==> src/rtl/dict_loader_if.sv <==
// Word-wide valid/ready read port used by dict_loader to fetch the packed dictionary image.
interface dict_loader_if;
    logic        valid;
    logic        ready;
    logic [31:0] addr;
    logic [31:0] rdata;

    modport master (output valid, output addr, input ready, input rdata);
    modport slave  (input valid, input addr, output ready, output rdata);
endinterface

==> src/rtl/dict_loader.sv <==
// Boot-time loader: streams a packed dictionary image from imem into three dictionary write ports.
// Optional trailing checksum word is enabled with `define DICT_LOADER_CHECKSUM_EN.
module dict_loader #(
    parameter int          FIELD1_VAL_WIDTH = 7,
    parameter int          FIELD2_VAL_WIDTH = 10,
    parameter int          FIELD3_VAL_WIDTH = 15,
    parameter int          FIELD1_KEY_WIDTH = 3,
    parameter int          FIELD2_KEY_WIDTH = 5,
    parameter int          FIELD3_KEY_WIDTH = 8,
    parameter logic [31:0] DICT_BASE        = 32'h000F_0000
) (
    input  logic                        clk,
    input  logic                        reset,
    dict_loader_if.master               mem,
    output logic                        dict1_write_enable,
    output logic [FIELD1_VAL_WIDTH-1:0] dict1_write_val,
    output logic                        dict2_write_enable,
    output logic [FIELD2_VAL_WIDTH-1:0] dict2_write_val,
    output logic                        dict3_write_enable,
    output logic [FIELD3_VAL_WIDTH-1:0] dict3_write_val,
    output logic                        done,
    output logic                        err,
    output logic                        proc_resetn
);

    localparam int N1      = 1 << FIELD1_KEY_WIDTH;
    localparam int N2      = 1 << FIELD2_KEY_WIDTH;
    localparam int N3      = 1 << FIELD3_KEY_WIDTH;
    localparam int N_TOTAL = N1 + N2 + N3;
    localparam int IDX_W   = $clog2(N_TOTAL + 1);

    localparam logic [IDX_W-1:0] LAST1 = IDX_W'(N1 - 1);
    localparam logic [IDX_W-1:0] LAST2 = IDX_W'(N1 + N2 - 1);
    localparam logic [IDX_W-1:0] LAST3 = IDX_W'(N_TOTAL - 1);

    typedef enum logic [3:0] {
        REQ1, WR1, REQ2, WR2, REQ3, WR3, DONE
`ifdef DICT_LOADER_CHECKSUM_EN
        , CHK, ERR
`endif
    } state_t;

    state_t state;
    state_t state_next;

    logic [IDX_W-1:0] idx;
    logic [31:0]      addr_q;
    logic             valid_q;
    logic             done_q;
    logic             accept;

    logic valid_d;
    logic we1_d;
    logic we2_d;
    logic we3_d;
    logic done_d;

`ifdef DICT_LOADER_CHECKSUM_EN
    logic [31:0] sum;
    logic        chk_seen;
    logic        chk_ok;
    logic        err_q;
    logic        err_d;
`endif

    assign accept      = valid_q && mem.ready;
    assign mem.valid   = valid_q;
    assign mem.addr    = addr_q;
    assign done        = done_q;
    assign proc_resetn = done_q;

    always_ff @(posedge clk) begin
        if (reset) begin
            state <= REQ1;
        end else begin
            state <= state_next;
        end
    end

    always_comb begin
        state_next = state;
        unique case (state)
            REQ1: if (accept) state_next = WR1;
            WR1:  state_next = (idx == LAST1) ? REQ2 : REQ1;
            REQ2: if (accept) state_next = WR2;
            WR2:  state_next = (idx == LAST2) ? REQ3 : REQ2;
            REQ3: if (accept) state_next = WR3;
            WR3: begin
                if (idx == LAST3) begin
`ifdef DICT_LOADER_CHECKSUM_EN
                    state_next = CHK;
`else
                    state_next = DONE;
`endif
                end else begin
                    state_next = REQ3;
                end
            end
`ifdef DICT_LOADER_CHECKSUM_EN
            // The checksum word is compared one cycle after it is accepted.
            CHK: if (chk_seen) state_next = chk_ok ? DONE : ERR;
            ERR: state_next = ERR;
`endif
            DONE:    state_next = DONE;
            default: state_next = REQ1;
        endcase
    end

    // Outputs are decoded from the next state so they can be registered without a cycle of lag.
    always_comb begin
        valid_d = 1'b0;
        we1_d   = 1'b0;
        we2_d   = 1'b0;
        we3_d   = 1'b0;
        done_d  = 1'b0;
`ifdef DICT_LOADER_CHECKSUM_EN
        err_d   = 1'b0;
`endif
        unique case (state_next)
            REQ1, REQ2, REQ3: valid_d = 1'b1;
            WR1:              we1_d   = 1'b1;
            WR2:              we2_d   = 1'b1;
            WR3:              we3_d   = 1'b1;
            DONE:             done_d  = 1'b1;
`ifdef DICT_LOADER_CHECKSUM_EN
            CHK:              valid_d = !accept;
            ERR:              err_d   = 1'b1;
`endif
            default: ;
        endcase
    end

    always_ff @(posedge clk) begin
        if (reset) begin
            valid_q            <= 1'b0;
            dict1_write_enable <= 1'b0;
            dict2_write_enable <= 1'b0;
            dict3_write_enable <= 1'b0;
            done_q             <= 1'b0;
            idx                <= '0;
            addr_q             <= DICT_BASE;
            dict1_write_val    <= '0;
            dict2_write_val    <= '0;
            dict3_write_val    <= '0;
        end else begin
            valid_q            <= valid_d;
            dict1_write_enable <= we1_d;
            dict2_write_enable <= we2_d;
            dict3_write_enable <= we3_d;
            done_q             <= done_d;
            if (accept && state == REQ1) dict1_write_val <= mem.rdata[FIELD1_VAL_WIDTH-1:0];
            if (accept && state == REQ2) dict2_write_val <= mem.rdata[FIELD2_VAL_WIDTH-1:0];
            if (accept && state == REQ3) dict3_write_val <= mem.rdata[FIELD3_VAL_WIDTH-1:0];
            if (state == WR1 || state == WR2 || state == WR3) begin
                idx    <= idx + IDX_W'(1);
                addr_q <= addr_q + 32'd4;
            end
        end
    end

`ifdef DICT_LOADER_CHECKSUM_EN
    always_ff @(posedge clk) begin
        if (reset) begin
            sum      <= '0;
            chk_seen <= 1'b0;
            chk_ok   <= 1'b0;
            err_q    <= 1'b0;
        end else begin
            err_q <= err_d;
            if (accept && (state == REQ1 || state == REQ2 || state == REQ3)) begin
                sum <= sum + mem.rdata;
            end
            if (accept && state == CHK) begin
                chk_seen <= 1'b1;
                chk_ok   <= (mem.rdata == sum);
            end
        end
    end

    assign err = err_q;
`else
    logic unused_rdata;
    assign unused_rdata = ^mem.rdata;
    assign err          = 1'b0;
`endif

endmodule

==> src/flat_wrapper.sv <==
// flat-port wrapper written by rule: the top's interface ports become plain ports
module dict_loader_flat 
#(
    parameter int          FIELD1_VAL_WIDTH = 7,
    parameter int          FIELD2_VAL_WIDTH = 10,
    parameter int          FIELD3_VAL_WIDTH = 15,
    parameter int          FIELD1_KEY_WIDTH = 3,
    parameter int          FIELD2_KEY_WIDTH = 5,
    parameter int          FIELD3_KEY_WIDTH = 8,
    parameter logic [31:0] DICT_BASE        = 32'h000F_0000
)
  (clk, reset, dict1_write_enable, dict1_write_val, dict2_write_enable, dict2_write_val, dict3_write_enable, dict3_write_val, done, err, proc_resetn, mem_valid, mem_addr, mem_ready, mem_rdata);
  dict_loader_if mem_i ();
  input  logic clk;
  input  logic reset;
  output logic dict1_write_enable;
  output logic [FIELD1_VAL_WIDTH-1:0] dict1_write_val;
  output logic dict2_write_enable;
  output logic [FIELD2_VAL_WIDTH-1:0] dict2_write_val;
  output logic dict3_write_enable;
  output logic [FIELD3_VAL_WIDTH-1:0] dict3_write_val;
  output logic done;
  output logic err;
  output logic proc_resetn;
  output wire logic [$bits(mem_i.valid)-1:0] mem_valid;
  output wire logic [$bits(mem_i.addr)-1:0] mem_addr;
  input wire logic [$bits(mem_i.ready)-1:0] mem_ready;
  input wire logic [$bits(mem_i.rdata)-1:0] mem_rdata;
  assign mem_valid = mem_i.valid;
  assign mem_addr = mem_i.addr;
  assign mem_i.ready = mem_ready;
  assign mem_i.rdata = mem_rdata;
  dict_loader #(.FIELD1_VAL_WIDTH(FIELD1_VAL_WIDTH), .FIELD2_VAL_WIDTH(FIELD2_VAL_WIDTH), .FIELD3_VAL_WIDTH(FIELD3_VAL_WIDTH), .FIELD1_KEY_WIDTH(FIELD1_KEY_WIDTH), .FIELD2_KEY_WIDTH(FIELD2_KEY_WIDTH), .FIELD3_KEY_WIDTH(FIELD3_KEY_WIDTH), .DICT_BASE(DICT_BASE)) u_core (.clk(clk), .reset(reset), .mem(mem_i), .dict1_write_enable(dict1_write_enable), .dict1_write_val(dict1_write_val), .dict2_write_enable(dict2_write_enable), .dict2_write_val(dict2_write_val), .dict3_write_enable(dict3_write_enable), .dict3_write_val(dict3_write_val), .done(done), .err(err), .proc_resetn(proc_resetn));
endmodule
==> config.mk <==
export PLATFORM = sky130hd
export DESIGN_NAME = dict_loader_flat
export DESIGN_NICKNAME = d
export VERILOG_FILES = /design/src/rtl/dict_loader_if.sv /design/src/rtl/dict_loader.sv /design/src/flat_wrapper.sv
export SDC_FILE = /design/constraint.sdc
export NUM_CORES = 1
export LEC_CHECK = 0
export BUFFER_PORTS_ARGS = -buffer_cell sky130_fd_sc_hd__buf_2
export CAP_MARGIN = 20
export CORE_MARGIN = 2
export CORE_UTILIZATION = 51
export CTS_CLUSTER_DIAMETER = 200
export CTS_CLUSTER_SIZE = 14
export DETAILED_ROUTE_END_ITERATION = 8
export HOLD_SLACK_MARGIN = 0.05
export PLACE_DENSITY = 0.84
export SKIP_CTS_REPAIR_TIMING = 1
export SLEW_MARGIN = 20
export SYNTH_ARGS = -nofsm -noshare
export SYNTH_HDL_FRONTEND = slang
export SYNTH_SLANG_ARGS = --single-unit
==> constraint.sdc <==
create_clock -name clk -period 2.65 [get_ports clk]
set_clock_uncertainty 0.2 [all_clocks]
set_input_delay 0.795 -clock clk [delete_from_list [all_inputs] [get_ports clk]]
set_output_delay 0.795 -clock clk [all_outputs]
set_load 0.02 [all_outputs]
# ---- After elaboration in Yosys (flattened, before gate mapping)
# Index checks and enable logic that the tools add are counted.
dict set report totals {
  regBits 82
  in_bits 35
  wordCells 49
}
dict set report op_classes {
  addsub 2
  n_eq_ne 15
  muxes 12
  n_reduce_logical 9
}
# cell n
set ops {}
lappend ops {{$add 32x3->32 const B} 1}
lappend ops {{$pmux 4 s7} 1}
lappend ops {{$eq 4x3->1 const B} 6}
lappend ops {{$eq 4x2->1 const B} 4}
lappend ops {{$mux 4} 3}
lappend ops {{$add 9x1->9 const B} 1}
lappend ops {{$eq 9x3->1 const B} 1}
lappend ops {{$eq 9x6->1 const B} 1}
lappend ops {{$eq 9x9->1 const B} 1}
lappend ops {{$eq 4x1->1 const B} 2}
lappend ops {{$logic_not 4->1} 2}
lappend ops {{$mux 1} 5}
lappend ops {{$logic_and 1x1->1} 4}
lappend ops {{$mux 2} 2}
lappend ops {{$mux 3} 1}
lappend ops {{$reduce_or 3->1} 1}
lappend ops {{$logic_or 1x1->1} 2}

# ---- Longest topological paths before layout
# Gate-level depths: netlist of run 1.
dict set report depth {
  ltp_word 6
  depth_mapped 8
  mapped_depth_nobuf 6
}

# ---- Worst setup path after synthesis of run 1
# OpenSTA, ideal clock, no wires.
dict set report synth_timing {
  kind {input port to flip-flop}
  start {input mem_ready}
  end {register u_core.dict2_write_val[3]}
  setup_time_ns 0.128
  arrival_ns 1.810
  required_ns 2.322
  setup_slack_ns 0.513
  path_stages 5
  path_cell_list {nand4bb_1 > or3b_2 > buf_2 > mux2i_1 > nor2_1}
}
dict set report synth_between {
  elab_chain_len 2
}
# item line
set synth_rtl {}
lappend synth_rtl {{start, declared} flat_wrapper.sv:27} ;# input wire logic [$bits(mem_i.ready)-1:0] mem_ready;
lappend synth_rtl {{$logic_and 1x1->1} dict_loader.sv:66} ;# assign accept = valid_q && mem.ready;
lappend synth_rtl {{$logic_and 1x1->1} dict_loader.sv:152} ;# if (accept && state == REQ2) dict2_write_val <= mem.rdata[FIELD2_VAL_WIDTH-1:0];
lappend synth_rtl {{end signal, assigned} dict_loader.sv:152}
lappend synth_rtl {{end, declared} dict_loader.sv:18} ;# output logic [FIELD2_VAL_WIDTH-1:0] dict2_write_val,
# No other way between the ends.
# A chain may end at the register's enable or synchronous reset.

# ---- Final worst setup path of run 1
dict set report layout_timing {
  start {register u_core.addr_q[2], in the netlist u_core.mem.addr[2]}
  end {register u_core.addr_q[26], in the netlist u_core.mem.addr[26]}
}
dict set report layout_between {
  elab_chain_len 1
}
# item line
set layout_rtl {}
lappend layout_rtl {{start, declared} dict_loader.sv:47} ;# logic [31:0] addr_q;
lappend layout_rtl {{start signal, assigned} dict_loader.sv:156} ;# addr_q <= addr_q + 32'd4;
lappend layout_rtl {{$add 32x3->32} dict_loader.sv:156}
# No other way between the ends.

==> flow_metrics.tcl, run 1 <==
set metrics [dict create \
    status "finished, final reports clean" \
    cts_tree "built" \
    synth_ff_type "dfxtp_1" \
    dp_hpwl_um 5170 \
    clk_pin_slew_ns 0.09 \
    gp_congestion 0.858 \
    leakagePower_uw 0.00194 \
    grt_setup_unrepaired "false" \
    grt_pass1_wl_um 12100 \
    clk_latency_ns 0.35 \
    via_per_inst 5.30 \
    synth_enable_flop_cells 0 \
    start_kind "flop" \
    min_period_ns 2.03 \
    async_reset_ff_frac 0 \
    cap_violations 0 \
    min_to "u_core.dict3_write_val[10]" \
    p_total_uw 2460 \
    avgRoutedWirePerCell_um 14.0 \
    start_util 0.530 \
    drive_gt1_frac 0.262 \
    synth_top_family_by_area "simple AND/OR/NAND/NOR gates" \
    cts_buffers 9 \
    fin_tns_setup_ns 0 \
    first_iter_violations 122 \
    r2r_start "u_core.mem.addr[2]" \
    syn2layout_area_growth_pct 22.0 \
    track_usage 0.207 \
    hold_class "flop to flop" \
    crit_path_start "u_core.mem.addr[2]" \
    portBuffers 85 \
    fin_util 0.646 \
    final_common_cell "buf_2" \
    vias 2801 \
    postSynthAreaPerCell_um2 9.37 \
    root_buffer "clkbuf_8" \
    die_h_um 85.4 \
    critPathKind "flop to flop" \
    synth_warnings 0 \
    cp.required_ns 2.68 \
    io_pins 106 \
    drt_drc_violations_left 0 \
    crit_arrival_ns 2.06 \
    post-route-period-util 0.768 \
    grt_pass1_vias 2632 \
    clock_sinks 80 \
    layout_common_cells "buf_2 (85), dfxtp_1 (80), nor2_1 (67)" \
    r2r_end "u_core.mem.addr[26]" \
    worstHoldStart "u_core.dict3_write_val[10]" \
    synth_compound_area_frac 0.0333 \
    wl_um 7400 \
    fmax_ghz 0.491 \
    setup_viol 0 \
    antenna_found_initial 0 \
    ant_nets 0 \
    synthXorXnorAreaFrac 0.0803 \
    reg2reg_slack_ns 0.62 \
    coreArea_um2 6390 \
    synth_cell_types 42 \
    fp.dieW_um 85.4 \
    power.density_nw_per_um2 595 \
    final_nets 483 \
    ir_drop_uv 441 \
    hold_depth 2 \
    cts_max_level 3 \
    hold-worst-slack_ns 0.293 \
    critPathMaxStageDelay_ns 0.45 \
    synth_fa_ha_area_frac 0.00740 \
    core.rowCount 29 \
    slew_headroom 0.579 \
    worst_slew_pin_slew_ns 0.626 \
    seq_area_frac_synth 0.474 \
    worstSetupEndpointType "flop" \
    drv_slew 0 \
    synthesis.area_um2 3380 \
    clockBufferDepth 2 \
    die_area_um2 7300 \
    synthSimpleGateAreaFrac 0.268 \
    fin_ws_ns 0.615 \
    synth_cells 361 \
    grt_max_degree 33 \
    dr.pass1.iters 4 \
    path_cells "ha_1, nand4_1, nor4_2, nand3_1, xor2_1, nor2_1" \
    slowest_stage "nor4_2" \
    place_ws_ns 0.283 \
    r2r_cells 6 \
    synth_seq_cells 80 \
    diodes 0 \
    worst-path-max-fanout 6 \
    hold_viol 0 \
    synth.area.mux_share 0.0947 \
    overflow 0 \
]
==> stage by stage <==
step	area [um2]	cells
final	4130	528
after global routing	4130	528
after CTS	4130	528
after detailed placement	3860	512
after global placement	3860	512
after floorplan	3390	364
==> kinds of logic after synthesis <==
group	after synthesis
AO/OA/AOI/OAI	20
XOR/XNOR	31
adder cells (fa/ha/maj)	2
buffers and inverters	27
flip-flops	80
multiplexers	32
other	1
AND/OR/NAND/NOR	168
==> layout make-up <==
type                            instances  area (um2)
Fill cell                             504        2260
Sequential cell                        80        1600
Clock buffer                            9         124
Inverter                                7        26.3
Timing Repair Buffer                   91         483
Clock inverter                          7         143
Multi-Input combinational cell        257        1650
Tap cell                               77        96.3
==> worst max-delay path: cells and delay by family, from the launching register on <==
family,cells,cell delay [ns]
xor gates and xnor gates,1,0.17
adders and majority gates,1,0.31
and+or+nand+nor,4,0.80
DFF,1,0.44
==> cell usage after synthesis, types with 3 or more instances <==
master,number,area share
dfxtp_1,80,0.47
nor2_1,67,0.074
mux2i_1,32,0.095
nand2_1,17,0.019
nand4_1,16,0.030
xor2_1,16,0.041
xnor2_1,15,0.039
nand3_1,12,0.018
clkbuf_1,9,0.010
and3_1,8,0.015
nor3_1,8,0.012
o21ai_0,8,0.012
a21oi_1,7,0.010
inv_1,7,0.0078
and2_1,6,0.011
buf_4,5,0.011
nand2b_1,5,0.0092
or3_1,5,0.0092
buf_2,4,0.0059
nand3b_1,3,0.0067
nor3b_1,3,0.0067
==> flip-flops by register name (all words and copies together) (netlist names) <==
register                   cells
u_core.idx                     9
u_core.dict1_write_enable      1
u_core.dict3_write_enable      1
u_core.dict2_write_enable      1
u_core.state                   4
u_core.dict1_write_val         7
u_core.dict2_write_val        10
u_core.dict3_write_val        15
u_core.mem.valid               1
u_core.mem.addr               30
u_core.done                    1
==> per-layer routing <==
| layer | track usage | wire length [um] | part of all wire | vias up |
|---|---|---|---|---|
| met5 | 0 | 0 | 0 | - |
| met4 | 0.0707 | 71 | 0.0096 | 0 |
| met3 | 0.0710 | 542 | 0.073 | 8 |
| met2 | 0.342 | 3510 | 0.47 | 97 |
| met1 | 0.251 | 3280 | 0.44 | 1304 |
| li1 | - | - | - | 1392 |
==> where the power goes <==
part           switching [uW]  internal [uW]  total, uW
logic                    46.8           27.8       74.6
registers                4.37           1210       1210
clock network             446            724       1170
total                     497           1960       2460
==> worst max path at each step <==
stage	endpoint	slack, ns	cells past startpoint
floorplan	u_core.dict2_write_val[3]	0.51	5
global placement	u_core.dict2_write_val[6]	0.35	5
detailed placement	u_core.dict2_write_val[0]	0.28	5
CTS	u_core.mem.addr[26]	0.58	6
global route	u_core.mem.addr[17]	0.37	5
finish	u_core.mem.addr[26]	0.62	6
Note: power is estimated with default switching activity, not from simulation.
==> run 2, diff against run 1 <==
- ABC_AREA: default -> 1
- CORE_UTILIZATION: 51 -> 46
- PLACE_DENSITY: 0.84 -> 0.79
- clock period: 2.65 -> 1.8 ns (I/O delays scaled with it)
==> flow_metrics.tcl, run 2 <==
set metrics [dict create \
    slowest_stage "dfxtp_1" \
    ant_nets 0 \
    diodes 0 \
    min_period_ns 1.76 \
    wl_um 8620 \
    drt_drc_violations_left 0 \
    hold_class "flop to flop" \
    hold-worst-slack_ns 0.242 \
    placed_area_um2 4180 \
    synth_seq_cells 80 \
    cts_max_level 3 \
    post-route-period-util 0.979 \
    grt_setup_unrepaired "true" \
    track_usage 0.200 \
    clockBufferDepth 2 \
    vias 3524 \
    power.density_nw_per_um2 739 \
    avgRoutedWirePerCell_um 12.3 \
    synth_top_area_cell "dfxtp_1" \
    overflow 0 \
    worst-path-max-fanout 3 \
    layout_common_cells "buf_2 (85), inv_1 (78), dfxtp_1 (75)" \
    grt_pass1_wl_um 13800 \
    postSynthAreaPerCell_um2 7.27 \
    critPathMaxStageDelay_ns 0.37 \
    clock_sinks 80 \
    crit_arrival_ns 1.02 \
    synth_area_leaders "dfxtp_1 (44%), a21oi_1 (8.3%), inv_1 (8.2%), nand2_1 (7.3%), o21ai_0 (6.5%)" \
    via_per_inst 5.05 \
    synth_ff_type "dfxtp_1" \
    largest_register_ffs 30 \
    cap_violations 0 \
    synth_cells 496 \
    cts_buffers 9 \
    drive_gt1_frac 0.268 \
    place_ws_ns 0.0157 \
    syn2layout_area_growth_pct 24.6 \
    clk_latency_ns 0.35 \
    fillCellCount 705 \
    path_cells "buf_4, buf_2" \
    portBuffers 85 \
    hold_viol 0 \
    setup_viol 0 \
    grt_pass1_vias 3118 \
    gp_congestion 0.853 \
    synthTopCellsByCount "dfxtp_1 (80), inv_1 (79), nand2_1 (70), a21oi_1 (60), nor2_1 (49)" \
    die_area_um2 8560 \
    final_nets 628 \
    clk_pin_slew_ns 0.08 \
    dr.pass1.iters 4 \
    core.rowCount 32 \
    synthesis.area_um2 3600 \
    fp.dieW_um 92.5 \
    seq_area_frac_synth 0.444 \
    cts_tree "built" \
    stdcell_area_um2 4490 \
    cp.required_ns 1.06 \
    synth_warnings 0 \
    worstSetupEndpointType "primary output" \
    io_pins 106 \
    leakagePower_uw 0.00197 \
    critPathKind "flop to primary output" \
    start_kind "flop" \
    p_total_uw 3320 \
    synth_cell_types 34 \
    async_reset_ff_frac 0 \
    dp_hpwl_um 6000 \
    die_h_um 92.5 \
    first_iter_violations 166 \
    antenna_found_initial 0 \
    drv_slew 0 \
    ir_drop_uv 337 \
    root_buffer "clkbuf_8" \
    synth_enable_flop_cells 0 \
    synth.most_common_cell "dfxtp_1" \
    grt_max_degree 54 \
    fin_ws_ns 0.0377 \
    start_util 0.471 \
    fmax_ghz 0.567 \
    final_common_cell "buf_2" \
    synth_top_area_frac 0.444 \
    coreArea_um2 7650 \
    status "finished, final reports clean" \
]
-- run 2: cell count changes after synthesis, sizes merged, moves of 7 or more --
| cell | delta |
|---|---|
| a21oi | +53 |
| and2 | -7 |
| and3 | -7 |
| inv | +75 |
| mux2i | -32 |
| nand2 | +60 |
| nand3 | +16 |
| nand4 | -12 |
| o21ai | +48 |
| xnor2 | -14 |
| xor2 | -13 |
-- run 2: path summary, 6_finish.rpt --
check	from	endpoint	slack, ns	cells after the start
setup / recovery	u_core.mem.addr[2]	mem_addr[2]	0.04	2
hold / removal	u_core.dict3_write_val[7]	u_core.dict3_write_val[7]	0.24	2
setup reg to reg	u_core.mem.addr[4]	u_core.mem.addr[11]	0.08	8
hold reg to reg	u_core.dict3_write_val[7]	u_core.dict3_write_val[7]	0.24	2
-- run 2: area by class of cell --
type	count	area, um2	share of cell area
Clock buffer	11	141	0.0315
Clock inverter	5	63.8	0.0142
Inverter	82	310	0.0691
Multi-Input combinational cell	318	1670	0.373
Sequential cell	80	1610	0.359
Tap cell	102	128	0.0284
Timing Repair Buffer	100	563	0.125
-- run 2: power by group --
| group | internal (uW) | switching (uW) |
|---|---|---|
| clock | 692 | 682 |
| combinational | 53.6 | 99.9 |
| sequential | 1780 | 9.14 |
| total | 2530 | 791 |
-- run 2: critical path: cells and delay by family (launching register included) --
kind / cells / cell delay (ns)
DFF: 1 / 0.37
buffers and inverters: 2 / 0.30
-- run 2: stage by stage --
stage | utilization | instances | setup TNS (ns)
floorplan | - | 499 | 0
global placement | 0.546 | 679 | 0
detailed placement | 0.546 | 679 | 0
CTS | 0.573 | 695 | 0
global route | 0.587 | 698 | -0.121
finish | 0.587 | 698 | 0
-- run 2: cells by family (layout without fill, tap and decap cells) --
logic type,after synthesis,in the layout,synth area share
xor gates and xnor gates,4,4,0.00972
other,1,4,0.00104
adders and majority gates,2,2,0.00694
DFF,80,80,0.444
AOI/OAI and AO/OA,120,120,0.169
and+or+nand+nor,187,188,0.251
buffers and inverters,102,198,0.117
-- run 2: metal layers --
| metal | track usage | part of all wire |
|---|---|---|
| met1 | 0.242 | 0.43 |
| met2 | 0.328 | 0.47 |
| met3 | 0.0431 | 0.057 |
| met4 | 0.118 | 0.034 |
| met5 | 0 | 0 |
